[config.mk]
export PLATFORM = sky130hd
export DESIGN_NAME = instr_fetch_queue_flat
export DESIGN_NICKNAME = d
export VERILOG_FILES = /design/src/rtl/instr_fetch_queue_if.sv /design/src/rtl/instr_fetch_queue.sv /design/src/flat_wrapper.sv
export SDC_FILE = /design/constraint.sdc
export NUM_CORES = 1
export LEC_CHECK = 0
export ABC_CLOCK_PERIOD_IN_PS = 19970
export CORE_MARGIN = 2
export CORE_UTILIZATION = 58
export DETAILED_ROUTE_END_ITERATION = 8
export PLACE_DENSITY = 0.77
export SYNTH_ARGS = -nofsm -noshare
export SYNTH_HDL_FRONTEND = slang
export SYNTH_SLANG_ARGS = --single-unit
[constraint.sdc]
create_clock -name CLK -period 19.97 [get_ports CLK]
set_clock_uncertainty 0.05 [all_clocks]
set_input_delay 3.994 -clock CLK [delete_from_list [all_inputs] [get_ports CLK]]
set_output_delay 3.994 -clock CLK [all_outputs]
set_load 0.02 [all_outputs]
[src/rtl/instr_fetch_queue_if.sv]
// Fetch/decode handshake bundle for the instruction queue.
// The queue uses the slave modport; fetch/decode (or a bench) use master.
interface instr_fetch_queue_if #(
   parameter int ADDR_W = 3
);
   logic              Push_IN;
   logic [31:0]       Instr_IN;
   logic [31:0]       Instr_PC_IN;
   logic              Full_OUT;
   logic              Drop_OUT;
   logic              Request_Instr1_IN;
   logic              Freeze_IN;
   logic              Flush_IN;
   logic [31:0]       Instr1_OUT;
   logic [31:0]       Instr_PC_OUT;
   logic [31:0]       Instr_PC_Plus4_OUT;
   logic              Instr1_Valid_OUT;
   logic [ADDR_W:0]   Count_OUT;

   modport master (
      output Push_IN, Instr_IN, Instr_PC_IN, Request_Instr1_IN, Freeze_IN, Flush_IN,
      input  Full_OUT, Drop_OUT, Instr1_OUT, Instr_PC_OUT, Instr_PC_Plus4_OUT,
             Instr1_Valid_OUT, Count_OUT
   );

   modport slave (
      input  Push_IN, Instr_IN, Instr_PC_IN, Request_Instr1_IN, Freeze_IN, Flush_IN,
      output Full_OUT, Drop_OUT, Instr1_OUT, Instr_PC_OUT, Instr_PC_Plus4_OUT,
             Instr1_Valid_OUT, Count_OUT
   );
endinterface

[src/rtl/instr_fetch_queue.sv]
// Fetch-to-decode instruction FIFO with a separate head register, an empty-queue
// bypass into the head, and a flush that drops all wrong-path entries.
module instr_fetch_queue #(
   parameter int DEPTH  = 8,
   parameter int ADDR_W = 3
) (
   input logic                CLK,
   input logic                RESET,
   instr_fetch_queue_if.slave bus
);
   typedef struct packed {
      logic [31:0] instr;
      logic [31:0] pc;
      logic [31:0] pc_plus4;
   } entry_t;

   entry_t              mem_r [DEPTH];
   entry_t              head_r;
   logic                valid_r;
   logic [ADDR_W-1:0]   rd_ptr_r;
   logic [ADDR_W-1:0]   wr_ptr_r;
   logic [ADDR_W:0]     count_r;
   logic                full_r;
   logic                drop_r;

   entry_t              push_entry_s;
   logic                pop_s;
   logic                push_ok_s;
   logic                drop_s;
   logic                head_free_s;
   logic                backing_empty_s;
   logic                mem_wr_s;
   logic [ADDR_W:0]     count_nxt_s;

   // Handshake decode and next-count arithmetic.
   always_comb begin
      push_entry_s.instr    = bus.Instr_IN;
      push_entry_s.pc       = bus.Instr_PC_IN;
      push_entry_s.pc_plus4 = bus.Instr_PC_IN + 32'd4;
      pop_s           = valid_r & bus.Request_Instr1_IN & ~bus.Freeze_IN;
      push_ok_s       = bus.Push_IN & (~full_r | pop_s) & ~bus.Flush_IN;
      drop_s          = bus.Push_IN & full_r & ~pop_s & ~bus.Flush_IN;
      head_free_s     = ~valid_r | pop_s;
      // The backing store never holds DEPTH entries, so equal pointers mean empty.
      backing_empty_s = (rd_ptr_r == wr_ptr_r);
      mem_wr_s        = push_ok_s & ~(head_free_s & backing_empty_s);
      count_nxt_s     = count_r + {{ADDR_W{1'b0}}, push_ok_s} - {{ADDR_W{1'b0}}, pop_s};
   end

   // Backing store write port; contents need no reset.
   always_ff @(posedge CLK) begin
      if (mem_wr_s && !RESET) begin
         mem_r[wr_ptr_r] <= push_entry_s;
      end else begin
         mem_r[wr_ptr_r] <= mem_r[wr_ptr_r];
      end
   end

   // Head register, pointers, occupancy and status flags.
   always_ff @(posedge CLK) begin
      if (RESET) begin
         head_r   <= '0;
         valid_r  <= 1'b0;
         rd_ptr_r <= '0;
         wr_ptr_r <= '0;
         count_r  <= '0;
         full_r   <= 1'b0;
         drop_r   <= 1'b0;
      end else if (bus.Flush_IN) begin
         head_r.instr <= 32'd0;
         valid_r      <= 1'b0;
         rd_ptr_r     <= '0;
         wr_ptr_r     <= '0;
         count_r      <= '0;
         full_r       <= 1'b0;
         drop_r       <= 1'b0;
      end else begin
         count_r <= count_nxt_s;
         full_r  <= (count_nxt_s == (ADDR_W+1)'(DEPTH));
         drop_r  <= drop_s;
         if (head_free_s) begin
            if (!backing_empty_s) begin
               head_r   <= mem_r[rd_ptr_r];
               valid_r  <= 1'b1;
               rd_ptr_r <= rd_ptr_r + ADDR_W'(1);
            end else if (push_ok_s) begin
               head_r  <= push_entry_s;
               valid_r <= 1'b1;
            end else begin
               head_r.instr <= 32'd0;
               valid_r      <= 1'b0;
            end
         end else begin
            head_r  <= head_r;
            valid_r <= valid_r;
         end
         if (mem_wr_s) begin
            wr_ptr_r <= wr_ptr_r + ADDR_W'(1);
         end else begin
            wr_ptr_r <= wr_ptr_r;
         end
      end
   end

   assign bus.Instr1_OUT         = head_r.instr;
   assign bus.Instr_PC_OUT       = head_r.pc;
   assign bus.Instr_PC_Plus4_OUT = head_r.pc_plus4;
   assign bus.Instr1_Valid_OUT   = valid_r;
   assign bus.Count_OUT          = count_r;
   assign bus.Full_OUT           = full_r;
   assign bus.Drop_OUT           = drop_r;
endmodule

[src/flat_wrapper.sv]
// flat-port wrapper written by rule: the top's interface ports become plain ports
module instr_fetch_queue_flat 
#(
   parameter int DEPTH  = 8,
   parameter int ADDR_W = 3
)
  (CLK, RESET, bus_Push_IN, bus_Instr_IN, bus_Instr_PC_IN, bus_Request_Instr1_IN, bus_Freeze_IN, bus_Flush_IN, bus_Full_OUT, bus_Drop_OUT, bus_Instr1_OUT, bus_Instr_PC_OUT, bus_Instr_PC_Plus4_OUT, bus_Instr1_Valid_OUT, bus_Count_OUT);
  instr_fetch_queue_if #(.ADDR_W(ADDR_W)) bus_i ();
  input logic CLK;
  input logic RESET;
  input wire logic [$bits(bus_i.Push_IN)-1:0] bus_Push_IN;
  input wire logic [$bits(bus_i.Instr_IN)-1:0] bus_Instr_IN;
  input wire logic [$bits(bus_i.Instr_PC_IN)-1:0] bus_Instr_PC_IN;
  input wire logic [$bits(bus_i.Request_Instr1_IN)-1:0] bus_Request_Instr1_IN;
  input wire logic [$bits(bus_i.Freeze_IN)-1:0] bus_Freeze_IN;
  input wire logic [$bits(bus_i.Flush_IN)-1:0] bus_Flush_IN;
  output wire logic [$bits(bus_i.Full_OUT)-1:0] bus_Full_OUT;
  output wire logic [$bits(bus_i.Drop_OUT)-1:0] bus_Drop_OUT;
  output wire logic [$bits(bus_i.Instr1_OUT)-1:0] bus_Instr1_OUT;
  output wire logic [$bits(bus_i.Instr_PC_OUT)-1:0] bus_Instr_PC_OUT;
  output wire logic [$bits(bus_i.Instr_PC_Plus4_OUT)-1:0] bus_Instr_PC_Plus4_OUT;
  output wire logic [$bits(bus_i.Instr1_Valid_OUT)-1:0] bus_Instr1_Valid_OUT;
  output wire logic [$bits(bus_i.Count_OUT)-1:0] bus_Count_OUT;
  assign bus_i.Push_IN = bus_Push_IN;
  assign bus_i.Instr_IN = bus_Instr_IN;
  assign bus_i.Instr_PC_IN = bus_Instr_PC_IN;
  assign bus_i.Request_Instr1_IN = bus_Request_Instr1_IN;
  assign bus_i.Freeze_IN = bus_Freeze_IN;
  assign bus_i.Flush_IN = bus_Flush_IN;
  assign bus_Full_OUT = bus_i.Full_OUT;
  assign bus_Drop_OUT = bus_i.Drop_OUT;
  assign bus_Instr1_OUT = bus_i.Instr1_OUT;
  assign bus_Instr_PC_OUT = bus_i.Instr_PC_OUT;
  assign bus_Instr_PC_Plus4_OUT = bus_i.Instr_PC_Plus4_OUT;
  assign bus_Instr1_Valid_OUT = bus_i.Instr1_Valid_OUT;
  assign bus_Count_OUT = bus_i.Count_OUT;
  instr_fetch_queue #(.DEPTH(DEPTH), .ADDR_W(ADDR_W)) u_core (.CLK(CLK), .RESET(RESET), .bus(bus_i));
endmodule
==> impl_results.md <==
- Status: complete, no violations
- Yosys warns: 0
- Root Buffer: clkbuf_16
- Die height: about 240 um
- Cell Count, Final, Fillers Out: between 2k and 3k
- Final min period: 7750 ps
- I/O pin count: 173
- Htree depth: 3
- #FFs+latches synth: around 860
- Die X: 244 um
- Worst R2R Path Depth: 6
- DRT Pass-1 Iters: 6
- Final core occ: 68.2%
- Share of layout cells above drive strength 1: a little under a fifth
- Vias in the first global route: roughly 18k
- FMAX: 129 MHz
- Max-cap violations: 0
- Per-cell routed wire length: approximately 27 um
- IO Port Bufs: approximately 170
- Hold endpoint: u_core.bus.Instr_PC_OUT[24]
- Placed inst area: between 30000 and 40000 sq um
- Initial Util: around 60%
- GPL Wtd Cong: roughly 0.81
- Worst Hold Class: flop to flop
- Placed cell count: 2567
- Hold buffers post-CTS: 0
- CP startpoint kind: input pin
- Vias: approximately 17k
- Worst-Skew Late Latency: 630 ps
- Setup Total Neg Slack: 0 ps
- TritonCTS clock tree: built
- Max IR drop VDD: a little over 0.08 mV
- Number of synthesized flops with an enable pin: 752
- Static Leak: 0.0118 uW
- Post-DRT Antenna Nets: 0
- Setup WS post-layout: 12220 ps
- Post-detail-place hpwl: 39100 um
- Post-Syn Area: roughly 33000 sq um
- FFs w/ async S/R, synth: 0%
- Crit. End Element: flop
- Top FF cell, synth: edfxtp_1
- CTS Sinks: about 860
- Total track usage: 25.1%
- Clock Path Buffers: 3
- Cells on Worst Hold Path: 1
- Final worst-path cycle share: 38.8%
- Critical Path AT: 7930 ps
- RR Startpoint: u_core.bus.Instr1_Valid_OUT
- RSZ-0062 raised after global routing: false
- Slowest CP cell: nor4_2
- Core area: 56600 sq um
- Worst slew pin tran: 1290 ps
- Post-Syn Instances: 1715
- Final setup viols: 0
- TritonCTS Buffers: 84
- First-pass GRT wire length: 111000 um
- R2R Setup Slk: 15590 ps
- Initial antenna violation count: 5
- Cell Rows: 87
- Syn_nets: 1793
- DR vias/cell: 6.42
- Die area: a little under 60000 sq um
- Final Cell Area: 38600 sq um
- CP max stage delay: 940 ps
- Worst Path Required: 20160 ps
- Worst-path clk slew: 60 ps
- Slew headroom: 13.6%
- Cell Chain, Critical Path: clkdlybuf4s50_1 -> nand3b_1 -> a211oi_1 -> o21ai_1 -> or2_2 -> nor4_2 -> buf_4
- Global-route congestion overflow total: 0
- Synth cell types: just under 60
- Pwr/cell area: 95.0 nW/um^2
- Hold Violations, Final: 0
- # DRC: 0
- Largest net degree at the start of global routing: between 100 and 150
- Worst slack, placed: 11780 ps
- RR Endpoint: u_core.mem_r[0][71]
- Seq/Total Area, Yosys: 74.3%
- Slew Limit Fails: 0
- Initial DRC Count: just over 2k
- Routed wire length: 73300 um
- Post-layout nets: 1975
- Synth Area per Inst: 19.5 sq um
- Crit Path Class: input pin to flop
- Area growth syn-to-layout: 15.8%
- PostCTS Resize Cnt: 0
- FILL cells: approximately 3.6k
- HP Start: u_core.bus.Instr_PC_OUT[24]
- # Post-CTS Setup Buffers: 0
- Worst-path maximum fanout: between 50 and 60
## worst max path at each step
stage / from / end / slack, ps / cells past startpoint
floorplan: bus_Freeze_IN / u_core.mem_r[2][10] / 4400 / 5
global placement: bus_Freeze_IN / u_core.mem_r[7][44] / 11870 / 7
detailed placement: bus_Freeze_IN / u_core.mem_r[0][58] / 11780 / 7
CTS: bus_Freeze_IN / u_core.mem_r[0][6] / 12400 / 7
global route: bus_Freeze_IN / u_core.mem_r[0][3] / 12100 / 7
finish: bus_Freeze_IN / u_core.mem_r[0][71] / 12220 / 7
## where the power goes
part / switching [uW] / internal [uW]
Sequential: 8.42 / 1970
Clock: 642 / 922
Combinational: 80.9 / 47.1
## synthesized netlist by cell type (all sizes together), types with 4 or more instances
master     n  area, sq um
mux4     188         4230
clkbuf    54          203
nor3      35          175
nor4b      4         35.0
o2bb2ai   44          385
nand2     30          113
a21oi     48          240
dfxtp    110         2200
a211oi     6         45.0
xor2      17          149
nand4      5         31.3
buf       52          258
edfxtp   752        22600
or2        4         25.0
a22o       7         61.3
nor2      90          338
or3        5         31.3
a32o       5         50.1
and3       6         38.8
a221oi    32          280
and2       6         37.5
o31a       4         35.0
mux2i     92          921
inv       14         52.6
xnor2     13          114
nor4      13          109
or4        5         45.0
o31ai      4         35.0
nand3     21          123
ha         7         87.6
o21ai     15         75.1
## worst max-delay path: cells and delay by family
kind,cells,cell delay (ps)
AO/OA/AOI/OAI,2,1020
AND/OR/NAND/NOR,3,1580
buffers and inverters,2,1290
## state kept, by name, summed over array words and instances, names as in the netlist, 3 cells and up, named ones only
signal and cells:
u_core.bus.Count_OUT 4, u_core.mem_r 752, u_core.wr_ptr_r 3, u_core.bus.Instr1_OUT 32
u_core.rd_ptr_r 3, u_core.bus.Instr_PC_Plus4_OUT 32, u_core.bus.Instr_PC_OUT 30
## cells in the final DEF, fill, tap and decap left out, types with 4 or more instances in the layout
cell type	count
edfxtp_1	752
mux4_2	188
clkdlybuf4s50_1	172
dfxtp_1	107
mux2i_1	92
nor2_1	87
clkbuf_16	86
a21oi_1	48
o2bb2ai_1	44
nor3_1	35
a221oi_1	32
nand2_1	30
buf_4	29
clkbuf_1	24
nand3_1	19
clkinv_2	18
xor2_1	17
inv_1	14
xnor2_1	13
o21ai_0	13
nor4_1	8
bufinv_16	8
a22o_1	7
ha_1	7
clkbuf_8	7
clkinv_1	7
a211oi_1	6
and2_1	5
nand4_1	5
or3_1	5
a32o_1	5
and3_1	4
nor4_2	4
o31a_1	4
nor4b_2	4
## through the flow
step	hold slack, ps	total power (uW)
4_1_cts	415	3690
2_1_floorplan	436	2070
3_3_place_gp	387	2140
6_report	410	3670
5_1_grt	424	3770
3_5_place_dp	392	2140
## cells by family after synthesis
logic type | Yosys count | share of synthesized area (%)
AND/OR/NAND/NOR | 231 | 3.47
adder cells (fa/ha/maj) | 8 | 0.323
multiplexers | 283 | 15.6
AO/OA/AOI/OAI | 181 | 4.04
flip-flops | 862 | 74.3
buffers and inverters | 120 | 1.54
XOR/XNOR | 30 | 0.788
## final cells by class
class,count,area (sq um),share of cell area (%)
clock inverters,37,397,1.03
diodes,1,2.50,0.00648
clock buffers,117,2340,6.05
multi-input cells,733,8130,21.1
repair buffers,202,1960,5.07
inverters,14,52.6,0.136
flip-flops and latches,862,24800,64.2
well taps,756,946,2.45
## routing by layer
metal  vias up  track usage [%]  share of wire (%)
met3       126             4.99                8.1
met4         6             7.62                2.4
met5         -                0              0.055
met2       789             40.8                 50
met1      9145             34.9                 40
li1       7405                -                  -
No activity file was read; power rests on OpenSTA's default activity.
